**src/rtl/turn_scheduler_if.sv**
```systemverilog
// Bundle of handshake and status signals between the turn scheduler and the
// rest of the game: aim FSM, link receiver, projectile engine and display.
interface turn_scheduler_if;
    logic       start;
    logic       first_player;
    logic       local_throw;
    logic       remote_throw;
    logic       flight_done;
    logic       hit;
    logic       whose_turn;
    logic       turn_owner;
    logic       launch;
    logic       launch_owner;
    logic [3:0] seconds_left;
    logic [1:0] hp_local;
    logic [1:0] hp_remote;
    logic       turn_timeout;
    logic       game_over;
    logic       winner;

    // Game-side view: drives requests and events, observes scheduler status.
    modport master (
        output start, first_player, local_throw, remote_throw, flight_done, hit,
        input  whose_turn, turn_owner, launch, launch_owner, seconds_left,
               hp_local, hp_remote, turn_timeout, game_over, winner
    );

    // Scheduler-side view.
    modport slave (
        input  start, first_player, local_throw, remote_throw, flight_done, hit,
        output whose_turn, turn_owner, launch, launch_owner, seconds_left,
               hp_local, hp_remote, turn_timeout, game_over, winner
    );
endinterface

```
**src/rtl/turn_scheduler.sv**
```systemverilog
// Turn scheduler: alternates turns between the local and remote player, owns
// the single projectile, runs the per-turn countdown and the swap lockout,
// tracks hit points and declares the winner. All outputs are registered.
module turn_scheduler #(
    parameter int CLK_HZ       = 65000000,
    parameter int TURN_SECONDS = 10,
    parameter int SWAP_CYCLES  = 32500000,
    parameter int MAX_HP       = 3
) (
    input  logic            clk,
    input  logic            rst_n,
    turn_scheduler_if.slave bus
);

    localparam int PS_W = (CLK_HZ > 1) ? $clog2(CLK_HZ) : 1;
    localparam int SW_W = (SWAP_CYCLES > 1) ? $clog2(SWAP_CYCLES) : 1;

    localparam logic [PS_W-1:0] PS_LAST  = PS_W'(CLK_HZ - 1);
    localparam logic [SW_W-1:0] SW_LAST  = SW_W'(SWAP_CYCLES - 1);
    localparam logic [3:0]      SEC_INIT = 4'(TURN_SECONDS);
    localparam logic [1:0]      HP_INIT  = 2'(MAX_HP);

    typedef enum logic [2:0] {
        IDLE          = 3'd0,
        LOCAL_AIM     = 3'd1,
        LOCAL_FLIGHT  = 3'd2,
        REMOTE_AIM    = 3'd3,
        REMOTE_FLIGHT = 3'd4,
        SWAP          = 3'd5,
        GAME_OVER     = 3'd6
    } state_t;

    state_t          state_q, state_d;
    logic [PS_W-1:0] presc_q, presc_d;
    logic [SW_W-1:0] swap_q, swap_d;
    logic [3:0]      seconds_left_q, seconds_left_d;
    logic [1:0]      hp_local_q, hp_local_d;
    logic [1:0]      hp_remote_q, hp_remote_d;
    logic            whose_turn_q, whose_turn_d;
    logic            turn_owner_q, turn_owner_d;
    logic            launch_q, launch_d;
    logic            launch_owner_q, launch_owner_d;
    logic            turn_timeout_q, turn_timeout_d;
    logic            game_over_q, game_over_d;
    logic            winner_q, winner_d;
    logic            throw_prev_q, throw_prev_d;

    // Only a fresh 0->1 transition of the aim FSM's throw enable is a throw.
    logic local_edge;
    assign local_edge = bus.local_throw & ~throw_prev_q;

    // Next-state and registered-output computation for the whole game FSM.
    always_comb begin
        logic aim_enter;
        logic aim_who;
        logic aim_count;

        state_d        = state_q;
        presc_d        = presc_q;
        swap_d         = swap_q;
        seconds_left_d = seconds_left_q;
        hp_local_d     = hp_local_q;
        hp_remote_d    = hp_remote_q;
        turn_owner_d   = turn_owner_q;
        game_over_d    = game_over_q;
        winner_d       = winner_q;
        launch_d       = 1'b0;
        launch_owner_d = 1'b0;
        turn_timeout_d = 1'b0;
        throw_prev_d   = bus.local_throw;
        aim_enter      = 1'b0;
        aim_who        = 1'b0;
        aim_count      = 1'b0;

        case (state_q)
            IDLE, GAME_OVER: begin
                if (bus.start) begin
                    hp_local_d  = HP_INIT;
                    hp_remote_d = HP_INIT;
                    game_over_d = 1'b0;
                    aim_enter   = 1'b1;
                    aim_who     = bus.first_player;
                end
            end
            LOCAL_AIM: begin
                if (local_edge) begin
                    launch_d       = 1'b1;
                    launch_owner_d = 1'b0;
                    state_d        = LOCAL_FLIGHT;
                end else begin
                    aim_count = 1'b1;
                end
            end
            REMOTE_AIM: begin
                if (bus.remote_throw) begin
                    launch_d       = 1'b1;
                    launch_owner_d = 1'b1;
                    state_d        = REMOTE_FLIGHT;
                end else begin
                    aim_count = 1'b1;
                end
            end
            LOCAL_FLIGHT: begin
                if (bus.flight_done) begin
                    swap_d  = '0;
                    state_d = SWAP;
                    if (bus.hit) begin
                        if (hp_remote_q <= 2'd1) begin
                            hp_remote_d = 2'd0;
                            game_over_d = 1'b1;
                            winner_d    = 1'b0;
                            state_d     = GAME_OVER;
                        end else begin
                            hp_remote_d = hp_remote_q - 2'd1;
                        end
                    end
                end
            end
            REMOTE_FLIGHT: begin
                if (bus.flight_done) begin
                    swap_d  = '0;
                    state_d = SWAP;
                    if (bus.hit) begin
                        if (hp_local_q <= 2'd1) begin
                            hp_local_d  = 2'd0;
                            game_over_d = 1'b1;
                            winner_d    = 1'b1;
                            state_d     = GAME_OVER;
                        end else begin
                            hp_local_d = hp_local_q - 2'd1;
                        end
                    end
                end
            end
            SWAP: begin
                if (swap_q == SW_LAST) begin
                    aim_enter = 1'b1;
                    aim_who   = ~turn_owner_q;
                end else begin
                    swap_d = swap_q + SW_W'(1);
                end
            end
            default: begin
                state_d = IDLE;
            end
        endcase

        // Countdown only runs while a player is aiming without having thrown;
        // reaching zero forfeits the turn.
        if (aim_count) begin
            if (presc_q == PS_LAST) begin
                presc_d = '0;
                if (seconds_left_q <= 4'd1) begin
                    seconds_left_d = 4'd0;
                    turn_timeout_d = 1'b1;
                    swap_d         = '0;
                    state_d        = SWAP;
                end else begin
                    seconds_left_d = seconds_left_q - 4'd1;
                end
            end else begin
                presc_d = presc_q + PS_W'(1);
            end
        end

        // Starting a turn reloads the countdown and records the owner.
        if (aim_enter) begin
            state_d        = aim_who ? REMOTE_AIM : LOCAL_AIM;
            seconds_left_d = SEC_INIT;
            presc_d        = '0;
            turn_owner_d   = aim_who;
        end

        whose_turn_d = (state_d != LOCAL_AIM);
    end

    // State and output registers; reset aborts any game in progress.
    always_ff @(posedge clk or negedge rst_n) begin
        if (!rst_n) begin
            state_q        <= IDLE;
            presc_q        <= '0;
            swap_q         <= '0;
            seconds_left_q <= 4'd0;
            hp_local_q     <= HP_INIT;
            hp_remote_q    <= HP_INIT;
            whose_turn_q   <= 1'b1;
            turn_owner_q   <= 1'b0;
            launch_q       <= 1'b0;
            launch_owner_q <= 1'b0;
            turn_timeout_q <= 1'b0;
            game_over_q    <= 1'b0;
            winner_q       <= 1'b0;
            throw_prev_q   <= 1'b0;
        end else begin
            state_q        <= state_d;
            presc_q        <= presc_d;
            swap_q         <= swap_d;
            seconds_left_q <= seconds_left_d;
            hp_local_q     <= hp_local_d;
            hp_remote_q    <= hp_remote_d;
            whose_turn_q   <= whose_turn_d;
            turn_owner_q   <= turn_owner_d;
            launch_q       <= launch_d;
            launch_owner_q <= launch_owner_d;
            turn_timeout_q <= turn_timeout_d;
            game_over_q    <= game_over_d;
            winner_q       <= winner_d;
            throw_prev_q   <= throw_prev_d;
        end
    end

    assign bus.whose_turn   = whose_turn_q;
    assign bus.turn_owner   = turn_owner_q;
    assign bus.launch       = launch_q;
    assign bus.launch_owner = launch_owner_q;
    assign bus.seconds_left = seconds_left_q;
    assign bus.hp_local     = hp_local_q;
    assign bus.hp_remote    = hp_remote_q;
    assign bus.turn_timeout = turn_timeout_q;
    assign bus.game_over    = game_over_q;
    assign bus.winner       = winner_q;

endmodule

```
**src/flat_wrapper.sv**
```systemverilog
// flat-port wrapper written by rule: the top's interface ports become plain ports
module turn_scheduler_flat 
#(
    parameter int CLK_HZ       = 65000000,
    parameter int TURN_SECONDS = 10,
    parameter int SWAP_CYCLES  = 32500000,
    parameter int MAX_HP       = 3
)
  (clk, rst_n, bus_start, bus_first_player, bus_local_throw, bus_remote_throw, bus_flight_done, bus_hit, bus_whose_turn, bus_turn_owner, bus_launch, bus_launch_owner, bus_seconds_left, bus_hp_local, bus_hp_remote, bus_turn_timeout, bus_game_over, bus_winner);
  turn_scheduler_if bus_i ();
  input  logic clk;
  input  logic rst_n;
  input wire logic [$bits(bus_i.start)-1:0] bus_start;
  input wire logic [$bits(bus_i.first_player)-1:0] bus_first_player;
  input wire logic [$bits(bus_i.local_throw)-1:0] bus_local_throw;
  input wire logic [$bits(bus_i.remote_throw)-1:0] bus_remote_throw;
  input wire logic [$bits(bus_i.flight_done)-1:0] bus_flight_done;
  input wire logic [$bits(bus_i.hit)-1:0] bus_hit;
  output wire logic [$bits(bus_i.whose_turn)-1:0] bus_whose_turn;
  output wire logic [$bits(bus_i.turn_owner)-1:0] bus_turn_owner;
  output wire logic [$bits(bus_i.launch)-1:0] bus_launch;
  output wire logic [$bits(bus_i.launch_owner)-1:0] bus_launch_owner;
  output wire logic [$bits(bus_i.seconds_left)-1:0] bus_seconds_left;
  output wire logic [$bits(bus_i.hp_local)-1:0] bus_hp_local;
  output wire logic [$bits(bus_i.hp_remote)-1:0] bus_hp_remote;
  output wire logic [$bits(bus_i.turn_timeout)-1:0] bus_turn_timeout;
  output wire logic [$bits(bus_i.game_over)-1:0] bus_game_over;
  output wire logic [$bits(bus_i.winner)-1:0] bus_winner;
  assign bus_i.start = bus_start;
  assign bus_i.first_player = bus_first_player;
  assign bus_i.local_throw = bus_local_throw;
  assign bus_i.remote_throw = bus_remote_throw;
  assign bus_i.flight_done = bus_flight_done;
  assign bus_i.hit = bus_hit;
  assign bus_whose_turn = bus_i.whose_turn;
  assign bus_turn_owner = bus_i.turn_owner;
  assign bus_launch = bus_i.launch;
  assign bus_launch_owner = bus_i.launch_owner;
  assign bus_seconds_left = bus_i.seconds_left;
  assign bus_hp_local = bus_i.hp_local;
  assign bus_hp_remote = bus_i.hp_remote;
  assign bus_turn_timeout = bus_i.turn_timeout;
  assign bus_game_over = bus_i.game_over;
  assign bus_winner = bus_i.winner;
  turn_scheduler #(.CLK_HZ(CLK_HZ), .TURN_SECONDS(TURN_SECONDS), .SWAP_CYCLES(SWAP_CYCLES), .MAX_HP(MAX_HP)) u_core (.clk(clk), .rst_n(rst_n), .bus(bus_i));
endmodule
```
**config.mk**
```make
export PLATFORM = sky130hd
export DESIGN_NAME = turn_scheduler_flat
export DESIGN_NICKNAME = d
export VERILOG_FILES = /design/src/rtl/turn_scheduler_if.sv /design/src/rtl/turn_scheduler.sv /design/src/flat_wrapper.sv
export SDC_FILE = /design/constraint.sdc
export NUM_CORES = 1
export LEC_CHECK = 0
export CORE_ASPECT_RATIO = 1.1
export CORE_MARGIN = 4
export CORE_UTILIZATION = 54
export CTS_CLUSTER_DIAMETER = 100
export DETAILED_ROUTE_END_ITERATION = 6
export PLACE_DENSITY = 0.76
export RECOVER_POWER = 100
export REMOVE_ABC_BUFFERS = 1
export SETUP_SLACK_MARGIN = 0.2
export SKIP_CTS_REPAIR_TIMING = 1
export SYNTH_ARGS = -nofsm -noshare
export SYNTH_HDL_FRONTEND = slang
export SYNTH_SLANG_ARGS = --single-unit
export TNS_END_PERCENT = 30
```
**constraint.sdc**
```tcl
create_clock -name clk -period 2.6 [get_ports clk]
set_clock_uncertainty 0.15 [all_clocks]
set_input_delay 0.65 -clock clk [delete_from_list [all_inputs] [get_ports clk]]
set_output_delay 0.65 -clock clk [all_outputs]
set_load 0.005 [all_outputs]
```
==> results of run 1 <==
## area by class of cell
cell class | count | share of cell area (%)
clock buffer | 10 | 2.691
inverter | 14 | 1.028
multi-input combinational | 363 | 43.77
sequential | 70 | 34.38
timing repair buffer | 88 | 14.85
clock inverter | 6 | 1.199
tap | 85 | 2.080
## power breakdown
part           internal [mW]  switching (mW)  total [mW]
combinational          0.655           0.924        1.58
clock                  0.465           0.433       0.898
sequential              1.26           0.131        1.39
total                   2.38            1.49        3.87
## worst max-delay path, stage by stage, from the launching register on
cell	delay [ns]
dfrtp_1	0.38
or4_1	0.58
or4_4	0.58
or4_4	0.47
buf_4	0.18
nand2_8	0.08
inv_1	0.05
a32o_1	0.24
## Yosys cell counts (5+ instances only)
cell / n / share of area [%]
a211oi_1: 11 / 2.0
a31oi_1: 10 / 1.5
dfrtp_1: 65 / 40
nor3_1: 20 / 2.5
dfstp_2: 5 / 3.3
nand3_1: 20 / 2.5
a2111oi_0: 6 / 1.3
xor2_1: 7 / 1.5
o2111ai_1: 5 / 1.1
and3_1: 7 / 1.1
o21ai_0: 22 / 2.7
nor4_1: 6 / 0.93
and2_1: 5 / 0.77
inv_1: 14 / 1.3
a21oi_1: 25 / 3.1
nor3b_1: 5 / 0.93
nand2_1: 47 / 4.4
nand4_1: 19 / 2.9
xnor2_1: 18 / 3.9
buf_2: 5 / 0.62
clkbuf_1: 16 / 1.5
or4_1: 5 / 0.93
nor2_1: 64 / 6.0
## through the flow
stage	worst slack (ns)	utilization, %	hold slack (ns)	TNS (ns)	area [sq um]
2_1_floorplan	-0.8683	-	0.2044	-25.00	3951
3_3_place_gp	-0.2293	67.13	0.3253	-3.564	4785
3_5_place_dp	-0.2796	67.13	0.3383	-5.440	4785
4_1_cts	-0.2036	69.93	0.1012	-2.667	4984
5_1_grt	-0.2476	71.75	0.3950	-7.713	5114
6_report	-0.2213	71.75	0.3392	-4.748	5114
## routing by layer
metal | global-route usage, % | routed length, um
met1 | 29.68 | 4322
met2 | 42.36 | 5693
met3 | 4.046 | 568
met4 | 11.19 | 350
met5 | 0 | 0
## path summary, 6_finish.rpt
path,to,startpoint,slack [ns]
max,u_core.presc_q[16],u_core.presc_q[7],-0.22
min,u_core.bus.game_over,rst_n,0.34
max reg2reg,u_core.presc_q[16],u_core.presc_q[7],-0.22
min reg2reg,u_core.bus.game_over,u_core.bus.game_over,0.35
max in group asynchronous,u_core.bus.seconds_left[3],rst_n,0.57
min in group clk,u_core.bus.game_over,u_core.bus.game_over,0.35
## kinds of logic (layout without fill, tap and decap cells)
family / count (synthesis) / after routing
compound gates: 111 / 111
xor+xnor: 25 / 25
fa+ha+maj: 4 / 4
buf+inv: 35 / 118
flops: 70 / 70
mux: 2 / 2
simple gates: 221 / 221
## sequential cells by signal, indices dropped and copies added, names as in the netlist
register	flops
u_core.presc_q	26
u_core.bus.launch	1
u_core.bus.game_over	1
u_core.bus.winner	1
u_core.bus.turn_owner	1
u_core.throw_prev_q	1
u_core.bus.turn_timeout	1
u_core.state_q	3
u_core.bus.hp_remote	2
u_core.bus.seconds_left	4
u_core.bus.whose_turn	1
u_core.bus.launch_owner	1
u_core.bus.hp_local	2
u_core.swap_q	25
## cells in the final DEF (no fill, tap or decap), types with 3 or more instances in the layout
cell type and n:
a21oi_1 25, dfrtp_1 65, o211ai_1 4, inv_1 14, a31oi_1 10, nor3_1 19, a211oi_1 11, or4_4 3
dlygate4sd3_1 13, nor3b_1 4, xnor2_1 18, nor4_1 6, or2_2 3, nand3_1 20, and3_1 7, dfstp_1 3
o22ai_1 3, buf_4 60, and4_1 4, o21ai_0 20, nor2_1 63, clkbuf_8 10, nand2_1 46, and2_1 5
o2111ai_1 4, a2111oi_1 4, o21a_1 3, or3_1 3, clkdlybuf4s50_1 8, clkinv_2 3, xor2_1 7, ha_1 4
a41oi_1 3, nand4_1 19
==> flow_summary.json, run 1 <==
{
  "crit_fanout": 5,
  "detail-route-antenna-nets": 0,
  "syn_to_final_growth_pct": 26.69,
  "die_width_um": 90.44,
  "wl_mm": 10.94,
  "clockRootBuffer": "clkbuf_8",
  "dr.pass1.iters": 5,
  "initial_utilization_pct": 56.64,
  "setup_viol": 57,
  "violations": "negative setup slack",
  "via_count": 3959,
  "status": "finished with violations",
  "htreeDepth": 3,
  "synth_ff_type": "dfrtp_1",
  "hold_viol": 0,
  "die_height_um": 98.68,
  "total_power_mw": 3.868,
  "clock-sinks": 70,
  "synth-xor-area-share_pct": 5.425,
  "drive_gt1_share_pct": 19.06,
  "stdcell_count": 636,
  "fmax_mhz": 354.4,
  "drtIter0Drc": 279,
  "grtUsageTotal_pct": 24.35,
  "antenna_found_initial": 0,
  "synth-simple-area-share_pct": 27.65,
  "grt_overflow": 0,
  "synthMuxAreaShare_pct": 0.5270,
  "end_kind": "register",
  "path_class": "register to register",
  "clkLatencyLatePin_ns": 0.36,
  "num_rows": 32,
  "gp_congestion": 0.8971,
  "die_area_sq_um": 8924,
  "slew_violations": 0,
  "io_buffers": 22,
  "hold_class": "input pin to async pin",
  "reg2reg_depth": 7,
  "yosysUniqueCellTypes": 55,
  "synth-async-reset-ratio_pct": 100.0,
  "clockBufferDepth": 2,
  "synth_compound_area_share_pct": 18.20,
  "grt_max_degree": 51,
  "io_pins": 23,
  "cts_made_buffers": 9,
  "worst_slack_ns": -0.2213,
  "slew_headroom_pct": 25.05,
  "synthCells": 468,
  "synth_top_family_by_area": "simple AND/OR/NAND/NOR gates",
  "synthAdderAreaFrac_pct": 1.240,
  "drv_cap": 0,
  "fillers": 549,
  "seqCellArea_sq_um": 1758,
  "syn_area_per_cell_sq_um": 8.625,
  "ys.warnings.count": 0,
  "cts_tree": "done",
  "hpwl_mm": 7.472,
  "grt_pass1_vias": 3747,
  "cp.arrival_ns": 2.92,
  "min_period_over_period_pct": 108.5,
  "worst_pin_slew_ns": 1.124,
  "p_leak_nw": 2.131,
  "final_nets": 558,
  "synth-seq-cells": 70,
  "ir_worst_vdd_v": 0.0005170,
  "grt_setup_unrepaired": "yes",
  "core_sq_um": 7127,
  "grt_pass1_wl_mm": 17.47,
  "synth.cell_area_sq_um": 4036,
  "fin_crit_ns": 2.821,
  "antenna_cells": 0,
  "path_clk_slew_ns": 0.07,
  "multi_input_area_sq_um": 2238,
  "power_density_nw_per_um2": 756.3,
  "wl_per_cell_um": 17.19,
  "dp_cells": 617,
  "drcViolationCount": 0,
  "ys_seq_area_share_pct": 43.55,
  "crit_required_ns": 2.69,
  "start_kind": "register",
  "synth_edf_count": 0,
  "routed_via_density": 6.225
}
Note: power is estimated with default switching activity, not from simulation.
==> run 2, diff against run 1 <==
--- a/config.mk
+++ b/config.mk
@@ -13,7 +13,6 @@
 export PLACE_DENSITY = 0.76
 export RECOVER_POWER = 100
 export REMOVE_ABC_BUFFERS = 1
-export SETUP_SLACK_MARGIN = 0.2
 export SKIP_CTS_REPAIR_TIMING = 1
 export SYNTH_ARGS = -nofsm -noshare
 export SYNTH_HDL_FRONTEND = slang
==> run 2 against run 1 <==
  * The run ends with design-rule violations, negative setup slack left
  * Maximum frequency is 0.70% higher
  * Total power is 0.73% higher
  * Non-clock buffer count is the same
  * Sequential cell count unchanged
  * Register-to-register slack improved by 0.02 ns
  * First-iteration DRC count up 18%
  * Die area stayed put
  * Core utilization is essentially flat
  * Sequential power about the same
  * Largest cell class unchanged
  * Largest power group unchanged
==> flow_summary.json, run 2 (same netlist as run 1, synthesis figures left out) <==
{
  "status": "finished with violations",
  "violations": "design-rule violations, negative setup slack",
  "grt_setup_unrepaired": "yes",
  "multi_input_area_sq_um": 2230,
  "fillers": 542,
  "pre_cts_slack_ns": -0.2796,
  "drv_cap": 0,
  "slew_headroom_pct": 24.78,
  "die_width_um": 90.44,
  "routed_via_density": 6.335,
  "worst_pin_slew_ns": 1.128,
  "hold_viol": 0,
  "start_kind": "register",
  "cpPeakStageDelay_ns": 0.56,
  "p_leak_nw": 2.135,
  "seqCellArea_sq_um": 1758,
  "wl_mm": 11.21,
  "num_rows": 32,
  "antenna_found_initial": 0,
  "grt_pass1_wl_mm": 17.47,
  "cts_made_buffers": 9,
  "hold_class": "input pin to async pin",
  "cp_top_family": "simple AND/OR/NAND/NOR gates",
  "fin_crit_ns": 2.802,
  "clockRootBuffer": "clkbuf_8",
  "layout_common_cells": "dfrtp_1, nor2_1, buf_4",
  "syn_to_final_growth_pct": 26.75,
  "clkLatencyLatePin_ns": 0.36,
  "crit_path_start": "u_core.presc_q[7]",
  "stdcell_count": 636,
  "fmax_mhz": 356.9,
  "die_area_sq_um": 8924,
  "cp_cell_sequence": "or4_1, or4_4, or4_4, buf_4, nand2_8, inv_1, a32o_1",
  "dr.pass1.iters": 7,
  "detail-route-antenna-nets": 0,
  "final_common_cell": "dfrtp_1",
  "htreeDepth": 3,
  "via_count": 4029,
  "min_period_over_period_pct": 107.8,
  "end_kind": "register",
  "setup_viol": 42,
  "cp.arrival_ns": 2.90,
  "power_density_nw_per_um2": 761.5,
  "grt_pass1_vias": 3747,
  "gp_congestion": 0.8971,
  "drcViolationCount": 1,
  "wl_per_cell_um": 17.63,
  "clock-sinks": 70,
  "drive_gt1_share_pct": 19.42,
  "cts_tree": "done",
  "top_register": "u_core.presc_q",
  "drtIter0Drc": 330,
  "grtUsageTotal_pct": 24.35,
  "dp_cells": 617,
  "die_height_um": 98.68,
  "io_pins": 23,
  "hpwl_mm": 7.472,
  "path_class": "register to register",
  "largest_reg_flops": 26,
  "io_buffers": 22,
  "grt_overflow": 0,
  "path_common_cell": "or4_4",
  "cp_num_buf_inv": 2,
  "slowest_stage": "or4_4",
  "worst_slack_ns": -0.2017,
  "final_nets": 558,
  "ir_worst_vdd_v": 0.0005210,
  "core_sq_um": 7127,
  "slew_violations": 0,
  "r2r_start": "u_core.presc_q[7]",
  "crit_fanout": 5,
  "crit_required_ns": 2.70,
  "grt_max_degree": 51,
  "initial_utilization_pct": 56.64,
  "path_clk_slew_ns": 0.08,
  "clockBufferDepth": 2,
  "antenna_cells": 0
}
run 2: report_power, final:
| part | switching (mW) | leakage, nW | internal, mW | total [mW] |
|---|---|---|---|---|
| combinational | 0.933 | 1.12 | 0.667 | 1.60 |
| clock | 0.438 | 0.102 | 0.465 | 0.904 |
| sequential | 0.133 | 0.917 | 1.26 | 1.39 |
| total | 1.50 | 2.13 | 2.39 | 3.90 |
run 2: final timing paths:
path,end,slack (ns),cells past startpoint
max,u_core.presc_q[16],-0.20,7
min,u_core.bus.game_over,0.33,1
max reg2reg,u_core.presc_q[16],-0.20,7
min reg2reg,u_core.bus.game_over,0.35,1
max in group asynchronous,u_core.presc_q[10],0.58,2
min in group clk,u_core.bus.game_over,0.35,1
run 2: area by class of cell:
| cell class | instances | area share, % |
|---|---|---|
| Multi-Input combinational cell | 363 | 43.58 |
| Sequential cell | 70 | 34.36 |
| Timing Repair Buffer | 88 | 15.06 |
| Clock buffer | 10 | 2.690 |
| Tap cell | 85 | 2.079 |
| Clock inverter | 6 | 1.198 |
| Inverter | 14 | 1.027 |
run 2: metal layers:
metal	global-route usage [%]	share of wire [%]
met5	0	0
met4	11.19	3.0
met3	4.046	5.5
met2	42.36	52
met1	29.68	39
run 2: metrics by stage:
step | area (sq um) | util, % | total power, mW | setup TNS (ns) | hold WS [ns]
2_1_floorplan | 3951 | - | 2.190 | -25.00 | 0.2044
3_3_place_gp | 4785 | 67.13 | 2.834 | -3.564 | 0.3253
3_5_place_dp | 4785 | 67.13 | 2.871 | -5.440 | 0.3383
4_1_cts | 4984 | 69.93 | 3.776 | -2.667 | 0.1012
5_1_grt | 5116 | 71.79 | 4.136 | -5.787 | 0.3950
6_report | 5116 | 71.79 | 3.896 | -3.430 | 0.3348
